### src/rtl/nes_input_pkg.sv
// Shared types, key map and helpers for the NES joypad port block.
// Key map rows are players; columns follow btn_idx_e order.
package nes_input_pkg;

    localparam int NES_BTN_W   = 8;
    localparam int MAP_PLAYERS = 4;
    localparam int MAP_ENTRIES = 10;

    typedef enum logic [3:0] {
        BTN_A      = 4'd0,
        BTN_B      = 4'd1,
        BTN_SELECT = 4'd2,
        BTN_START  = 4'd3,
        BTN_UP     = 4'd4,
        BTN_DOWN   = 4'd5,
        BTN_LEFT   = 4'd6,
        BTN_RIGHT  = 4'd7,
        TURBO_A    = 4'd8,
        TURBO_B    = 4'd9
    } btn_idx_e;

    // A 0x00 entry is treated as unmapped and never matches an empty slot.
    localparam logic [0:MAP_PLAYERS-1][0:MAP_ENTRIES-1][7:0] KEYMAP = '{
        '{8'h0E, 8'h0D, 8'h2B, 8'h28, 8'h1A, 8'h16, 8'h04, 8'h07, 8'h0C, 8'h18},
        '{8'h5A, 8'h59, 8'h5D, 8'h5E, 8'h52, 8'h51, 8'h50, 8'h4F, 8'h5B, 8'h5C},
        '{8'h00, 8'h00, 8'h00, 8'h00, 8'h00, 8'h00, 8'h00, 8'h00, 8'h00, 8'h00},
        '{8'h00, 8'h00, 8'h00, 8'h00, 8'h00, 8'h00, 8'h00, 8'h00, 8'h00, 8'h00}
    };

    // Opposite directions held together cancel each other out.
    function automatic logic [NES_BTN_W-1:0] socd_mask(input logic [NES_BTN_W-1:0] b);
        logic [NES_BTN_W-1:0] r;
        r = b;
        if (b[BTN_UP] && b[BTN_DOWN]) begin
            r[BTN_UP]   = 1'b0;
            r[BTN_DOWN] = 1'b0;
        end else begin
            r = r;
        end
        if (b[BTN_LEFT] && b[BTN_RIGHT]) begin
            r[BTN_LEFT]  = 1'b0;
            r[BTN_RIGHT] = 1'b0;
        end else begin
            r = r;
        end
        return r;
    endfunction

endpackage

### src/rtl/nes_joypad_ports_if.sv
// CPU-side $4016/$4017 access bus: strobe write, per-port read pulses, serial data.
interface nes_joypad_if #(
    parameter int NUM_PLAYERS = 2
);
    logic                   cpu_wr;
    logic                   cpu_wdata0;
    logic [NUM_PLAYERS-1:0] cpu_rd;
    logic [NUM_PLAYERS-1:0] rd_data;

    modport master (output cpu_wr, output cpu_wdata0, output cpu_rd, input rd_data);
    modport slave  (input cpu_wr, input cpu_wdata0, input cpu_rd, output rd_data);
endinterface

### src/rtl/nes_joypad_ports_shift.sv
// One controller port's 8-bit parallel-in/serial-out register.
// Write beats strobe beats read; reads shift in 1s like an official pad.
module nes_shift_port
    import nes_input_pkg::*;
(
    input  logic                 Clk,
    input  logic                 Reset_n,
    input  logic                 cpu_wr,
    input  logic                 strobe,
    input  logic                 cpu_rd,
    input  logic [NES_BTN_W-1:0] buttons,
    output logic                 rd_data
);

    logic [NES_BTN_W-1:0] shift_d;
    logic [NES_BTN_W-1:0] shift_q;

    // Next shift-register value by load/reload/shift/hold priority.
    always_comb begin
        shift_d = shift_q;
        if (cpu_wr) begin
            shift_d = buttons;
        end else if (strobe) begin
            shift_d = buttons;
        end else if (cpu_rd) begin
            shift_d = {1'b1, shift_q[NES_BTN_W-1:1]};
        end else begin
            shift_d = shift_q;
        end
    end

    // Shift register state.
    always_ff @(posedge Clk or negedge Reset_n) begin
        if (!Reset_n) begin
            shift_q <= '0;
        end else begin
            shift_q <= shift_d;
        end
    end

    assign rd_data = shift_q[0];

endmodule

### src/rtl/nes_joypad_ports.sv
// USB keycode pool to NES controller ports: input register, key decode,
// SOCD masking, frame-based turbo, shared strobe and per-port shift registers.
module nes_joypad_ports
    import nes_input_pkg::*;
#(
    parameter int NUM_PLAYERS  = 2,
    parameter int NUM_KEYCODES = 6,
    parameter int TURBO_FRAMES = 2,
    parameter int SOCD_MASK    = 1
) (
    input  logic                            Clk,
    input  logic                            Reset_n,
    input  logic [NUM_KEYCODES*8-1:0]       keycodes,
    input  logic                            frame_sync,
    nes_joypad_if.slave                     bus,
    output logic [NUM_PLAYERS*NES_BTN_W-1:0] buttons
);

    localparam int CNT_W = $clog2(TURBO_FRAMES + 1);

    logic [NUM_KEYCODES*8-1:0]           keycodes_q;
    logic [NUM_PLAYERS-1:0][MAP_ENTRIES-1:0] hit_s;
    logic [NUM_PLAYERS*NES_BTN_W-1:0]    buttons_d;
    logic [NUM_PLAYERS*NES_BTN_W-1:0]    buttons_q;
    logic                                fs_q;
    logic                                frame_tick_s;
    logic [CNT_W-1:0]                    cnt_d;
    logic [CNT_W-1:0]                    cnt_q;
    logic                                phase_d;
    logic                                phase_q;
    logic                                strobe_d;
    logic                                strobe_q;
    logic [NUM_PLAYERS-1:0]              rd_data_s;

    // Match every mapped code against every non-empty slot.
    always_comb begin
        hit_s = '0;
        for (int p = 0; p < NUM_PLAYERS; p++) begin
            for (int b = 0; b < MAP_ENTRIES; b++) begin
                for (int k = 0; k < NUM_KEYCODES; k++) begin
                    hit_s[p][b] = hit_s[p][b] |
                        ((KEYMAP[p][b] != 8'h00) && (keycodes_q[8*k +: 8] == KEYMAP[p][b]));
                end
            end
        end
    end

    // Per-player button byte: optional SOCD cancel, then turbo on A/B.
    always_comb begin
        buttons_d = '0;
        for (int p = 0; p < NUM_PLAYERS; p++) begin
            buttons_d[NES_BTN_W*p +: NES_BTN_W] = (SOCD_MASK != 0) ?
                socd_mask(hit_s[p][NES_BTN_W-1:0]) : hit_s[p][NES_BTN_W-1:0];
            buttons_d[NES_BTN_W*p + 0] = buttons_d[NES_BTN_W*p + 0] | (hit_s[p][TURBO_A] & phase_q);
            buttons_d[NES_BTN_W*p + 1] = buttons_d[NES_BTN_W*p + 1] | (hit_s[p][TURBO_B] & phase_q);
        end
    end

    assign frame_tick_s = fs_q & ~frame_sync;

    // Shared turbo frame counter; phase flips each time it wraps.
    always_comb begin
        cnt_d   = cnt_q;
        phase_d = phase_q;
        if (frame_tick_s) begin
            if (cnt_q == CNT_W'(TURBO_FRAMES - 1)) begin
                cnt_d   = '0;
                phase_d = ~phase_q;
            end else begin
                cnt_d   = cnt_q + CNT_W'(1);
                phase_d = phase_q;
            end
        end else begin
            cnt_d   = cnt_q;
            phase_d = phase_q;
        end
    end

    // Strobe follows D0 of the latest $4016 write.
    always_comb begin
        if (bus.cpu_wr) begin
            strobe_d = bus.cpu_wdata0;
        end else begin
            strobe_d = strobe_q;
        end
    end

    // Pipeline, turbo and strobe state.
    always_ff @(posedge Clk or negedge Reset_n) begin
        if (!Reset_n) begin
            keycodes_q <= '0;
            buttons_q  <= '0;
            fs_q       <= 1'b1;
            cnt_q      <= '0;
            phase_q    <= 1'b0;
            strobe_q   <= 1'b0;
        end else begin
            keycodes_q <= keycodes;
            buttons_q  <= buttons_d;
            fs_q       <= frame_sync;
            cnt_q      <= cnt_d;
            phase_q    <= phase_d;
            strobe_q   <= strobe_d;
        end
    end

    for (genvar p = 0; p < NUM_PLAYERS; p++) begin : g_port
        nes_shift_port u_port (
            .Clk     (Clk),
            .Reset_n (Reset_n),
            .cpu_wr  (bus.cpu_wr),
            .strobe  (strobe_q),
            .cpu_rd  (bus.cpu_rd[p]),
            .buttons (buttons_q[NES_BTN_W*p +: NES_BTN_W]),
            .rd_data (rd_data_s[p])
        );
    end

    assign bus.rd_data = rd_data_s;
    assign buttons     = buttons_q;

endmodule
### src/flat_wrapper.sv
// flat-port wrapper written by rule: the top's interface ports become plain ports
module nes_joypad_ports_flat import nes_input_pkg::*;
#(
    parameter int NUM_PLAYERS  = 2,
    parameter int NUM_KEYCODES = 6,
    parameter int TURBO_FRAMES = 2,
    parameter int SOCD_MASK    = 1
)
  (Clk, Reset_n, keycodes, frame_sync, buttons, bus_cpu_wr, bus_cpu_wdata0, bus_cpu_rd, bus_rd_data);
  nes_joypad_if #(.NUM_PLAYERS(NUM_PLAYERS)) bus_i ();
  input  logic Clk;
  input  logic Reset_n;
  input  logic [NUM_KEYCODES*8-1:0] keycodes;
  input  logic frame_sync;
  output logic [NUM_PLAYERS*NES_BTN_W-1:0] buttons;
  input wire logic [$bits(bus_i.cpu_wr)-1:0] bus_cpu_wr;
  input wire logic [$bits(bus_i.cpu_wdata0)-1:0] bus_cpu_wdata0;
  input wire logic [$bits(bus_i.cpu_rd)-1:0] bus_cpu_rd;
  output wire logic [$bits(bus_i.rd_data)-1:0] bus_rd_data;
  assign bus_i.cpu_wr = bus_cpu_wr;
  assign bus_i.cpu_wdata0 = bus_cpu_wdata0;
  assign bus_i.cpu_rd = bus_cpu_rd;
  assign bus_rd_data = bus_i.rd_data;
  nes_joypad_ports #(.NUM_PLAYERS(NUM_PLAYERS), .NUM_KEYCODES(NUM_KEYCODES), .TURBO_FRAMES(TURBO_FRAMES), .SOCD_MASK(SOCD_MASK)) u_core (.Clk(Clk), .Reset_n(Reset_n), .keycodes(keycodes), .frame_sync(frame_sync), .bus(bus_i), .buttons(buttons));
endmodule
### config.mk
export PLATFORM = sky130hd
export DESIGN_NAME = nes_joypad_ports_flat
export DESIGN_NICKNAME = d
export VERILOG_FILES = /design/src/rtl/nes_input_pkg.sv /design/src/rtl/nes_joypad_ports_if.sv /design/src/rtl/nes_joypad_ports_shift.sv /design/src/rtl/nes_joypad_ports.sv /design/src/flat_wrapper.sv
export SDC_FILE = /design/constraint.sdc
export NUM_CORES = 1
export LEC_CHECK = 0
export CORE_ASPECT_RATIO = 1.1
export CORE_UTILIZATION = 53
export DETAILED_ROUTE_END_ITERATION = 7
export GPL_ROUTABILITY_DRIVEN = 0
export GPL_TIMING_DRIVEN = 0
export PLACE_DENSITY_LB_ADDON = 0.12
export SLEW_MARGIN = 10
export SYNTH_ARGS = -nofsm -noshare
export SYNTH_HDL_FRONTEND = slang
export SYNTH_SLANG_ARGS = --single-unit
### constraint.sdc
create_clock -name Clk -period 2.4 [get_ports Clk]
set_clock_uncertainty 0.1 [all_clocks]
set_input_delay 0.24 -clock Clk [delete_from_list [all_inputs] [get_ports Clk]]
set_output_delay 0.24 -clock Clk [all_outputs]
set_load 0.02 [all_outputs]
==> flow_summary.yaml <==
yosys:
  ys_types: 55
  synth.most_common_cell: "dfrtp_1"
  synth_area_leaders: "dfrtp_1 (51%), nand4_1 (3.8%), nand2_1 (3.7%)"
  syn_area_um2: 4110
  synth_edf_count: 0
  ys_warn_count: 0
  synth-async-reset-ratio_pct: 100
  synth_compound_area_share_pct: 9.75
  syn_area_per_cell_um2: 10.1
  syn_inst: 408
  synthAdderAreaFrac_pct: 0
  synth_top_area_share_pct: 51.2
  ys.flop_type: "dfrtp_1"
  yosysTopAreaCell: "dfrtp_1"
  yosysSeqAreaShare_pct: 51.8
  synth_top_family_by_area: "simple AND/OR/NAND/NOR gates"
  yosys-mux-area-fraction_pct: 3.69
  syn-num-nets: 463
  synth_xor_area_share_pct: 0.427
  ys_ff_latch: 85
  synthTopCellsByCount: "dfrtp_1 (84), nand2_1 (40), nor2_1 (34)"
  yosys.area_share.simple_pct: 32.0
layout:
  layout.area.seq_um2: 2130
  drive_above_1_share_pct: 7.06
  fin_util_pct: 68.7
  stdcell_count: 601
  num-fill-cells: 599
  area_growth_pct: 25.1
  multi_input_area_um2: 1880
  finish.instance_area_um2: 5140
  antenna_cells: 0
  nNetsFinal: 546
power_and_ir_drop:
  powerDensity_nw_per_um2: 549
  ir_worst_vdd_uv: 339
  p_leak_nw: 2.10
  p_total_mw: 2.82
critical_path:
  cp-end-kind: "flip-flop"
  start_kind: "flip-flop"
  path_class: "reg2reg"
  cp_max_fo: 9
  required_ps: 2600
  arrival_ps: 2140
drt:
  wl_um: 10300
  first_iter_violations: 575
  dr.pass1.iters: 7
  via_per_inst: 6.18
  ant_nets: 0
  vias: 3716
  drc: 0
  wl_per_cell_um: 17.2
timing:
  timing.fmax_mhz: 516
  tightestPinTransition_ps: 580
  setup_viol: 0
  whs_ps: 215
  period_share_pct: 80.8
  slew_viol_final: 0
  hold_violations: 0
  rsz0062_at_grt: "no"
  setup_ws_ps: 461
  maxSlewHeadroom_pct: 60.9
  min_period_ps: 1940
  final.setup.tns_ps: 0
clock_tree:
  clock_path_buffers: 2
  cts_made_buffers: 9
  root_buffer: "clkbuf_8"
  tritoncts: "done"
  clk_latency_ps: 350
  cts_sinks: 85
  cts_max_level: 3
  cts.repair.resized: 0
  path_clk_slew_ps: 80
place:
  dpl-instance-area_um2: 4960
  dpl.hpwl_um: 7990
  place_ws_ps: 538
  dpl.cell_count: 584
  portBuffers: 70
floorplan:
  die_h_um: 94.3
  start_util_pct: 54.9
  pin_count: 73
  dieArea_um2: 8100
  fp.coreArea_um2: 7470
  fp.dieW_um: 85.9
  rows: 33
grt:
  grt_first_pass_wirelength_um: 17300
  overflow: 0
  grt_max_degree: 45
  grt_pass1_vias: 3632
  antenna_found_initial: 0
  grtUsageTotal_pct: 28.5
status:
  status: "completed"
hold_path:
  worstHoldPathType: "in2reg"
run:
  drv_cap: 0
==> flip-flops by register name (all words and copies together) (netlist names) <==
| register | flops |
|---|---|
| u_core.g_port.u_port.shift_q | 16 |
| u_core.buttons | 16 |
| u_core.phase_q | 1 |
| u_core.strobe_q | 1 |
| u_core.cnt_q | 2 |
| u_core.keycodes_q | 48 |
| u_core.fs_q | 1 |
==> cell usage in the layout (no fill, tap or decap), types with 4 or more instances in the layout <==
| cell type | count |
|---|---|
| a22oi_1 | 5 |
| a31oi_1 | 5 |
| a32oi_1 | 6 |
| and2_1 | 9 |
| and3_1 | 4 |
| buf_2 | 5 |
| clkbuf_1 | 13 |
| clkbuf_8 | 10 |
| clkdlybuf4s50_1 | 69 |
| dfrtp_1 | 84 |
| inv_1 | 5 |
| mux2i_1 | 14 |
| nand2_1 | 40 |
| nand2b_1 | 5 |
| nand3_1 | 30 |
| nand4_1 | 25 |
| nand4b_1 | 8 |
| nor2_1 | 34 |
| nor2b_1 | 22 |
| nor3_1 | 10 |
| nor4_1 | 7 |
| nor4b_1 | 5 |
| o21ai_0 | 21 |
| o22ai_1 | 4 |
| or2_2 | 4 |
==> report_power, final <==
group / total, mW / internal (mW) / leakage (nW) / switching [mW]
clock network: 0.882 / 0.405 / 0.0836 / 0.477
registers: 1.60 / 1.51 / 1.06 / 0.0868
logic: 0.343 / 0.174 / 0.956 / 0.169
total: 2.82 / 2.09 / 2.10 / 0.733
==> cell type report <==
| class | count | area share [%] |
|---|---|---|
| repair buffers | 72 | 14.2 |
| well taps | 105 | 2.56 |
| clock inverters | 3 | 0.414 |
| inverters | 5 | 0.365 |
| plain buffers | 17 | 1.51 |
| clock buffers | 13 | 2.90 |
| flip-flops and latches | 85 | 41.4 |
| multi-input cells | 301 | 36.6 |
==> worst max-delay path, cell delays in order (launching register included) <==
cell and delay (ps):
dfrtp_1 360, clkbuf_1 190, and2b_1 350, nand2_1 130, nor4bb_1 530, o31a_1 210
==> what timing repair did <==
item / in CTS / in global routing
setup buffers: 0 / 0
hold endpoints to repair: 41 / 0
hold buffers: 1 / 0
==> worst paths after layout <==
path | from | endpoint | slack (ps) | depth (start not counted)
worst max-delay path | u_core.keycodes_q[24] | u_core.buttons[5] | 460 | 5
worst min-delay path | keycodes[34] | u_core.keycodes_q[34] | 210 | 1
worst max register to register | u_core.keycodes_q[24] | u_core.buttons[5] | 460 | 5
worst min register to register | u_core.buttons[15] | u_core.g_port[1].u_port.shift_q[7] | 370 | 2
max in group asynchronous | Reset_n | u_core.fs_q | 1260 | 3
min in group asynchronous | Reset_n | u_core.g_port[0].u_port.shift_q[4] | 290 | 2
==> layer usage <==
metal	global-route usage, %	vias up	share of wire [%]
li1	-	1680	-
met1	33.2	1720	37
met2	47.4	244	49
met3	8.17	72	8.9
met4	16.0	0	5.7
met5	0	-	0
==> logic make-up after synthesis <==
family / after synthesis
muxes: 15
DFF: 85
AOI/OAI and AO/OA: 58
buffers and inverters: 22
xor gates and xnor gates: 2
and+or+nand+nor: 226
No activity file was read; power rests on OpenSTA's default activity.
